**src/rtl/pipeline_hazard_ctrl_pkg.sv**
```systemverilog
// Shared control package for the 5-stage pipeline: opcode constants used by
// the main decoder and the hazard controller, the hazard FSM state encoding,
// and the opcode -> register-use lookup shared with the forwarding unit.
package ctrl_pkg;

  // Opcodes understood by this 8-bit RISC-V core
  localparam logic [6:0] OP_RTYPE = 7'b0110011;
  localparam logic [6:0] OP_LD    = 7'b0000011;
  localparam logic [6:0] OP_SD    = 7'b0100011;
  localparam logic [6:0] OP_BEQ   = 7'b1100011;
  localparam logic [6:0] OP_JAL   = 7'b1101111;

  // Hazard controller FSM encoding
  localparam logic [0:0] HZ_RUN      = 1'b0;
  localparam logic [0:0] HZ_MEM_WAIT = 1'b1;

  // Which source registers an instruction actually reads
  typedef struct packed {
    logic uses_rs1;
    logic uses_rs2;
  } reg_use_t;

  // jal reads no register; unknown opcodes are treated as reading nothing so
  // that garbage in ID can never cause a spurious stall.
  function automatic reg_use_t reg_use_lookup(input logic [6:0] opcode);
    reg_use_t ru;
    ru = '0;
    case (opcode)
      OP_RTYPE: ru = '{uses_rs1: 1'b1, uses_rs2: 1'b1};
      OP_SD:    ru = '{uses_rs1: 1'b1, uses_rs2: 1'b1};
      OP_BEQ:   ru = '{uses_rs1: 1'b1, uses_rs2: 1'b1};
      OP_LD:    ru = '{uses_rs1: 1'b1, uses_rs2: 1'b0};
      default:  ru = '0;
    endcase
    return ru;
  endfunction

endpackage

```
**src/rtl/pipeline_hazard_ctrl_if.sv**
```systemverilog
// Bus between the pipeline datapath and the hazard controller.
// The datapath side is the master (drives stage info, receives enables and
// flushes); the controller is the slave. Defining HAZARD_PERF_EN adds the
// two performance counter outputs.
interface pipeline_hazard_ctrl_if;

  logic [6:0]  id_opcode;
  logic [4:0]  id_rs1;
  logic [4:0]  id_rs2;
  logic [4:0]  ex_rd;
  logic        ex_mem_read;
  logic        ex_branch_taken;
  logic        mem_req;
  logic        mem_ready;

  logic        pc_write;
  logic        if_id_write;
  logic        if_id_flush;
  logic        id_ex_write;
  logic        id_ex_flush;
  logic        ex_mem_write;
  logic        mem_wb_flush;
  logic        mem_err;
`ifdef HAZARD_PERF_EN
  logic [15:0] perf_stall_cycles;
  logic [15:0] perf_flushes;
`endif

  modport master (
    output id_opcode, id_rs1, id_rs2, ex_rd, ex_mem_read, ex_branch_taken,
           mem_req, mem_ready,
`ifdef HAZARD_PERF_EN
    input  perf_stall_cycles, perf_flushes,
`endif
    input  pc_write, if_id_write, if_id_flush, id_ex_write, id_ex_flush,
           ex_mem_write, mem_wb_flush, mem_err
  );

  modport slave (
    input  id_opcode, id_rs1, id_rs2, ex_rd, ex_mem_read, ex_branch_taken,
           mem_req, mem_ready,
`ifdef HAZARD_PERF_EN
    output perf_stall_cycles, perf_flushes,
`endif
    output pc_write, if_id_write, if_id_flush, id_ex_write, id_ex_flush,
           ex_mem_write, mem_wb_flush, mem_err
  );

endinterface

```
**src/rtl/pipeline_hazard_ctrl_reg_use.sv**
```systemverilog
// Combinational opcode -> {uses_rs1, uses_rs2} decoder. Kept as its own
// module so the forwarding unit can instantiate the identical lookup.
module hazard_reg_use
  import ctrl_pkg::*;
(
  input  logic [6:0] opcode_i,
  output logic       uses_rs1_o,
  output logic       uses_rs2_o
);

  reg_use_t ru;

  // Decode register usage from the shared package lookup
  always_comb begin
    ru         = reg_use_lookup(opcode_i);
    uses_rs1_o = ru.uses_rs1;
    uses_rs2_o = ru.uses_rs2;
  end

endmodule

```
**src/rtl/pipeline_hazard_ctrl.sv**
```systemverilog
// Central stall/flush sequencer for the 5-stage pipeline: load-use bubbles,
// branch/jal squash, and a memory-wait freeze with a timeout that forces
// release and sets a sticky error flag. Optional macro HAZARD_PERF_EN adds
// saturating stall and flush counters.
module pipeline_hazard_ctrl
  import ctrl_pkg::*;
#(
  parameter int MEM_TIMEOUT = 15,
  parameter int CNT_W       = 8
) (
  input  logic            clk,
  input  logic            reset,
  pipeline_hazard_ctrl_if.slave hz
);

  localparam logic [CNT_W-1:0] TIMEOUT_C = CNT_W'(MEM_TIMEOUT);
  localparam logic [CNT_W-1:0] CNT_ONE   = CNT_W'(1);

  logic [0:0]       state_q, state_d;
  logic [CNT_W-1:0] wait_cnt_q, wait_cnt_d;
  logic             mem_err_q, mem_err_d;

  logic uses_rs1, uses_rs2;
  logic load_use;
  logic freeze;

  hazard_reg_use u_reg_use (
    .opcode_i   (hz.id_opcode),
    .uses_rs1_o (uses_rs1),
    .uses_rs2_o (uses_rs2)
  );

  // Detect a load in EX whose result the ID instruction needs next cycle
  always_comb begin
    load_use = hz.ex_mem_read && (hz.ex_rd != 5'd0) &&
               ((uses_rs1 && (hz.ex_rd == hz.id_rs1)) ||
                (uses_rs2 && (hz.ex_rd == hz.id_rs2)));
  end

  // Hold the pipeline while memory is busy, but not in the release cycle
  always_comb begin
    freeze = 1'b0;
    if (state_q == HZ_RUN) begin
      freeze = hz.mem_req && !hz.mem_ready;
    end else begin
      freeze = !hz.mem_ready && (wait_cnt_q < TIMEOUT_C);
    end
  end

  // Memory-wait FSM next state, wait counter and sticky error
  always_comb begin
    state_d    = state_q;
    wait_cnt_d = wait_cnt_q;
    mem_err_d  = mem_err_q;
    case (state_q)
      HZ_RUN: begin
        if (hz.mem_req && !hz.mem_ready) begin
          state_d    = HZ_MEM_WAIT;
          wait_cnt_d = CNT_ONE;
        end
      end
      HZ_MEM_WAIT: begin
        if (hz.mem_ready) begin
          state_d    = HZ_RUN;
          wait_cnt_d = '0;
        end else if (wait_cnt_q < TIMEOUT_C) begin
          wait_cnt_d = wait_cnt_q + CNT_ONE;
        end else begin
          state_d    = HZ_RUN;
          wait_cnt_d = '0;
          mem_err_d  = 1'b1;
        end
      end
      default: begin
        state_d    = HZ_RUN;
        wait_cnt_d = '0;
      end
    endcase
  end

  // Stage enables and flushes by priority: reset, freeze, branch, load-use
  always_comb begin
    hz.pc_write     = 1'b1;
    hz.if_id_write  = 1'b1;
    hz.id_ex_write  = 1'b1;
    hz.ex_mem_write = 1'b1;
    hz.if_id_flush  = 1'b0;
    hz.id_ex_flush  = 1'b0;
    hz.mem_wb_flush = 1'b0;
    if (reset) begin
      hz.pc_write     = 1'b0;
      hz.if_id_write  = 1'b0;
      hz.id_ex_write  = 1'b0;
      hz.ex_mem_write = 1'b0;
      hz.if_id_flush  = 1'b1;
      hz.id_ex_flush  = 1'b1;
      hz.mem_wb_flush = 1'b1;
    end else if (freeze) begin
      hz.pc_write     = 1'b0;
      hz.if_id_write  = 1'b0;
      hz.id_ex_write  = 1'b0;
      hz.ex_mem_write = 1'b0;
      hz.mem_wb_flush = 1'b1;
    end else if (hz.ex_branch_taken) begin
      hz.if_id_flush  = 1'b1;
      hz.id_ex_flush  = 1'b1;
    end else if (load_use) begin
      hz.pc_write     = 1'b0;
      hz.if_id_write  = 1'b0;
      hz.id_ex_flush  = 1'b1;
    end
  end

  assign hz.mem_err = mem_err_q;

  // FSM state registers with synchronous reset
  always_ff @(posedge clk) begin
    if (reset) begin
      state_q    <= HZ_RUN;
      wait_cnt_q <= '0;
      mem_err_q  <= 1'b0;
    end else begin
      state_q    <= state_d;
      wait_cnt_q <= wait_cnt_d;
      mem_err_q  <= mem_err_d;
    end
  end

`ifdef HAZARD_PERF_EN
  logic [15:0] perf_stall_q, perf_stall_d;
  logic [15:0] perf_flush_q, perf_flush_d;

  // Saturating counters of stall cycles and applied branch flushes
  always_comb begin
    perf_stall_d = perf_stall_q;
    perf_flush_d = perf_flush_q;
    if ((freeze || load_use) && (perf_stall_q != 16'hFFFF)) begin
      perf_stall_d = perf_stall_q + 16'd1;
    end
    if (hz.ex_branch_taken && !freeze && (perf_flush_q != 16'hFFFF)) begin
      perf_flush_d = perf_flush_q + 16'd1;
    end
  end

  // Performance counter registers
  always_ff @(posedge clk) begin
    if (reset) begin
      perf_stall_q <= '0;
      perf_flush_q <= '0;
    end else begin
      perf_stall_q <= perf_stall_d;
      perf_flush_q <= perf_flush_d;
    end
  end

  assign hz.perf_stall_cycles = perf_stall_q;
  assign hz.perf_flushes      = perf_flush_q;
`endif

endmodule

```
**src/flat_wrapper.sv**
```systemverilog
// flat-port wrapper written by rule: the top's interface ports become plain ports
module pipeline_hazard_ctrl_flat import ctrl_pkg::*;
#(
  parameter int MEM_TIMEOUT = 15,
  parameter int CNT_W       = 8
)
  (clk, reset, hz_id_opcode, hz_id_rs1, hz_id_rs2, hz_ex_rd, hz_ex_mem_read, hz_ex_branch_taken, hz_mem_req, hz_mem_ready, hz_pc_write, hz_if_id_write, hz_if_id_flush, hz_id_ex_write, hz_id_ex_flush, hz_ex_mem_write, hz_mem_wb_flush, hz_mem_err);
  pipeline_hazard_ctrl_if hz_i ();
  input  logic clk;
  input  logic reset;
  input wire logic [$bits(hz_i.id_opcode)-1:0] hz_id_opcode;
  input wire logic [$bits(hz_i.id_rs1)-1:0] hz_id_rs1;
  input wire logic [$bits(hz_i.id_rs2)-1:0] hz_id_rs2;
  input wire logic [$bits(hz_i.ex_rd)-1:0] hz_ex_rd;
  input wire logic [$bits(hz_i.ex_mem_read)-1:0] hz_ex_mem_read;
  input wire logic [$bits(hz_i.ex_branch_taken)-1:0] hz_ex_branch_taken;
  input wire logic [$bits(hz_i.mem_req)-1:0] hz_mem_req;
  input wire logic [$bits(hz_i.mem_ready)-1:0] hz_mem_ready;
  output wire logic [$bits(hz_i.pc_write)-1:0] hz_pc_write;
  output wire logic [$bits(hz_i.if_id_write)-1:0] hz_if_id_write;
  output wire logic [$bits(hz_i.if_id_flush)-1:0] hz_if_id_flush;
  output wire logic [$bits(hz_i.id_ex_write)-1:0] hz_id_ex_write;
  output wire logic [$bits(hz_i.id_ex_flush)-1:0] hz_id_ex_flush;
  output wire logic [$bits(hz_i.ex_mem_write)-1:0] hz_ex_mem_write;
  output wire logic [$bits(hz_i.mem_wb_flush)-1:0] hz_mem_wb_flush;
  output wire logic [$bits(hz_i.mem_err)-1:0] hz_mem_err;
  assign hz_i.id_opcode = hz_id_opcode;
  assign hz_i.id_rs1 = hz_id_rs1;
  assign hz_i.id_rs2 = hz_id_rs2;
  assign hz_i.ex_rd = hz_ex_rd;
  assign hz_i.ex_mem_read = hz_ex_mem_read;
  assign hz_i.ex_branch_taken = hz_ex_branch_taken;
  assign hz_i.mem_req = hz_mem_req;
  assign hz_i.mem_ready = hz_mem_ready;
  assign hz_pc_write = hz_i.pc_write;
  assign hz_if_id_write = hz_i.if_id_write;
  assign hz_if_id_flush = hz_i.if_id_flush;
  assign hz_id_ex_write = hz_i.id_ex_write;
  assign hz_id_ex_flush = hz_i.id_ex_flush;
  assign hz_ex_mem_write = hz_i.ex_mem_write;
  assign hz_mem_wb_flush = hz_i.mem_wb_flush;
  assign hz_mem_err = hz_i.mem_err;
  pipeline_hazard_ctrl #(.MEM_TIMEOUT(MEM_TIMEOUT), .CNT_W(CNT_W)) u_core (.clk(clk), .reset(reset), .hz(hz_i));
endmodule
```
**config.mk**
```make
export PLATFORM = sky130hd
export DESIGN_NAME = pipeline_hazard_ctrl_flat
export DESIGN_NICKNAME = d
export VERILOG_FILES = /design/src/rtl/pipeline_hazard_ctrl_pkg.sv /design/src/rtl/pipeline_hazard_ctrl_if.sv /design/src/rtl/pipeline_hazard_ctrl_reg_use.sv /design/src/rtl/pipeline_hazard_ctrl.sv /design/src/flat_wrapper.sv
export SDC_FILE = /design/constraint.sdc
export NUM_CORES = 1
export LEC_CHECK = 0
export BUFFER_PORTS_ARGS = -buffer_cell sky130_fd_sc_hd__buf_2
export CORE_MARGIN = 2
export CORE_UTILIZATION = 40
export DETAILED_ROUTE_END_ITERATION = 10
export HOLD_SLACK_MARGIN = 0.12
export PLACE_DENSITY_LB_ADDON = 0.05
export SKIP_LAST_GASP = 1
export SYNTH_ARGS = -nofsm -noshare
export SYNTH_HDL_FRONTEND = slang
export SYNTH_SLANG_ARGS = --single-unit
```
**constraint.sdc**
```tcl
create_clock -name clk -period 1.72 [get_ports clk]
set_input_delay 0.086 -clock clk [delete_from_list [all_inputs] [get_ports clk]]
set_output_delay 0.086 -clock clk [all_outputs]
set_load 0.02 [all_outputs]
```
==> run metrics <==
# diodes 0; syn_area_per_cell 8.66 sq um; Worst-Skew Late Latency 0.27 ns; worst path arrival time 1.65 ns; largest net degree at the start of global routing 10; endpoints failing hold 0; Die Width 43.7 microns; number of global-route vias before repair 533; via count 640; Final Net Count 142; Detail Route Antenna Nets 0; maxcap violations 0; Setup Viol. Count Final 3; placed cells 121; Startpoint Class flop; vias per cell 5.00; status finished with violations; hold-critical path depth 3; RR Endpoint u_core.wait_cnt_q[3]; min cycle time layout 1.73 ns; fmax 577 MHz; failing checks setup timing; drt wl/cell 10.7 microns; post-layout util 0.638; RSZ-0062 raised after global routing yes; Critical Path End Type primary output; GP Congestion 0.790; Initial DRC Count 1; CTS tree built; Pins Over Slew Limit 0; Async SR Flop Fraction 0; FF-to-FF Start u_core.wait_cnt_q[4]; Multi-input gate area 444 sq um; worst min-delay path startpoint hz_mem_ready; Final Skew 0.00109 ns; Worst-Margin Slew 0.433 ns; cts bufs inserted 3; Synth cell types 29; setup_tns -0.0352 ns; Crit Path Category reg -> out; global-route wire length before repair 2.12 mm; CP Launch Point u_core.wait_cnt_q[0]; grt ovf 0; DPL Wire Length 1.11 mm; Synth Register Bits 10; Seq/Total Area, Yosys 0.317; Crit Path Max Fanout 5; Worst VDD drop 0.000357 V; Detailed Route WL 1.37 mm; Rel. slew slack 0.709; top post-synthesis cells by area dfxtp_1, xnor2_1, nor2_1; Leak 0.414 nW; Syn Std Cell Area 632 sq um; Synth Warn # 0; synthesis-to-finish area growth 50.3%; initial antenna violation count 0; First-pass DRT Iterations 3; Max Root-Sink Buffers 2; FF/Latch Area 208 sq um; cell taking the most area after synthesis dfxtp_1; PwrDens 641 mW/mm^2; Hold WC Path Type in -> reg; io pins 36; Post-synth EDFFs 0; layout cells sized above 1 0.482; CTS Root Cell clkbuf_4; die area 0.00191 sq mm; r2r setup slk 0.19 ns; Port Buf Inserts 35; share of the synthesized area in the top cell type 0.317; Initial Util 0.424; fillers 133; Rows 14; H-tree Lvls 1; Worst-path clk slew 0.07 ns; Core Area 0.00149 sq mm; Worst EP required 1.63 ns; Cells after Synth 73; final cell count without fillers 128; Pwr Total 0.608 mW; hold slack 0.140 ns; syn_nets 102; DRC Markers 0; hold endpoint u_core.wait_cnt_q[0]; clk sinks 10; fin crit share 1.01; Reg2Reg Depth 5; ys flop type dfxtp_1; Vert. Die Dim 43.7 microns; Total GRT Usage 0.158; post-route worst setup slack -0.0123 ns
## cell usage in the layout, fill, tap and decap left out, drive strengths merged
master	synthesis	routed
a21o	2	2
a21oi	3	3
a22oi	1	1
a311oi	2	2
a31o	1	1
a31oi	1	1
a32oi	1	1
a41oi	1	1
and2	4	4
and3	1	1
buf	2	36
clkbuf	1	4
dfxtp	10	10
dlygate4sd3	0	2
ha	1	1
inv	4	4
maj3	1	1
nand2	4	4
nand2b	2	2
nand3	4	4
nand4	2	2
nor2	8	8
nor2b	1	1
nor3	2	2
nor4	1	1
o22ai	1	1
o31a	1	1
or4	1	1
xnor2	10	10
## critical path: stages (launching register included)
cell	delay, ns
dfxtp_4	0.37
ha_2	0.20
nand3_2	0.12
a32oi_4	0.25
nand2b_2	0.12
a31oi_4	0.18
buf_6	0.14
## per-layer routing
metal / share of wire / global-route usage / vias to the layer above
met5: 0 / 0 / -
met4: 0.023 / 0.139 / 0
met3: 0.066 / 0.0500 / 4
met2: 0.50 / 0.232 / 23
met1: 0.41 / 0.182 / 274
li1: - / - / 339
## per-stage QoR
step,worst slack (ns),instance area [sq um]
floorplan,0.0475,657
global placement,0.149,833
detailed placement,0.123,833
CTS,-0.0737,931
global route,-0.112,950
finish,-0.0123,950
## how the worst max path moves through the flow
stage | endpoint | depth (start not counted)
2_1_floorplan | hz_pc_write | 6
5_1_grt | hz_if_id_write | 6
4_1_cts | hz_if_id_write | 6
6_report | hz_if_id_write | 6
3_5_place_dp | hz_if_id_write | 6
3_3_place_gp | hz_pc_write | 6
## synth_stat cells (2+ instances only)
| cell type | number |
|---|---|
| buf_4 | 2 |
| and2_1 | 4 |
| inv_1 | 4 |
| a21o_1 | 2 |
| nand2b_1 | 2 |
| nor2_1 | 8 |
| nand4_1 | 2 |
| nand2_1 | 4 |
| a21oi_1 | 3 |
| nor3_1 | 2 |
| dfxtp_1 | 10 |
| xnor2_1 | 10 |
| nand3_1 | 4 |
## cell type report
type / count / area share
clock buffer: 4 / 0.0382
sequential: 10 / 0.219
multi-input combinational: 56 / 0.468
timing repair buffer: 38 / 0.238
inverter: 4 / 0.0158
tap: 16 / 0.0211
## registers in the layout (all words and copies together) (netlist names)
name / flops
u_core.wait_cnt_q: 8
u_core.state_q: 1
u_core.hz.mem_err: 1
## power breakdown
| part | leakage [nW] | internal [mW] | switching [mW] |
|---|---|---|---|
| sequential | 0.0831 | 0.235 | 0.00518 |
| clock | 0.0210 | 0.129 | 0.0854 |
| combinational | 0.310 | 0.0795 | 0.0741 |
## repair_timing
item                                    in CTS  in global routing
pin swaps                                    3                  2
endpoints found under the setup margin       7                  7
buffers inserted                             0                  1
hold buffers                                 2                  0
hold endpoints to repair                     6                  0
gates resized for setup                     12                  5
## cell families after synthesis
| logic type | count (synthesis) | share of synthesized area |
|---|---|---|
| fa+ha+maj | 2 | 0.0356 |
| flops | 10 | 0.317 |
| compound gates | 14 | 0.184 |
| buf+inv | 7 | 0.0534 |
| xor+xnor | 10 | 0.139 |
| simple gates | 30 | 0.271 |
Power figures use the tool's default switching activity.
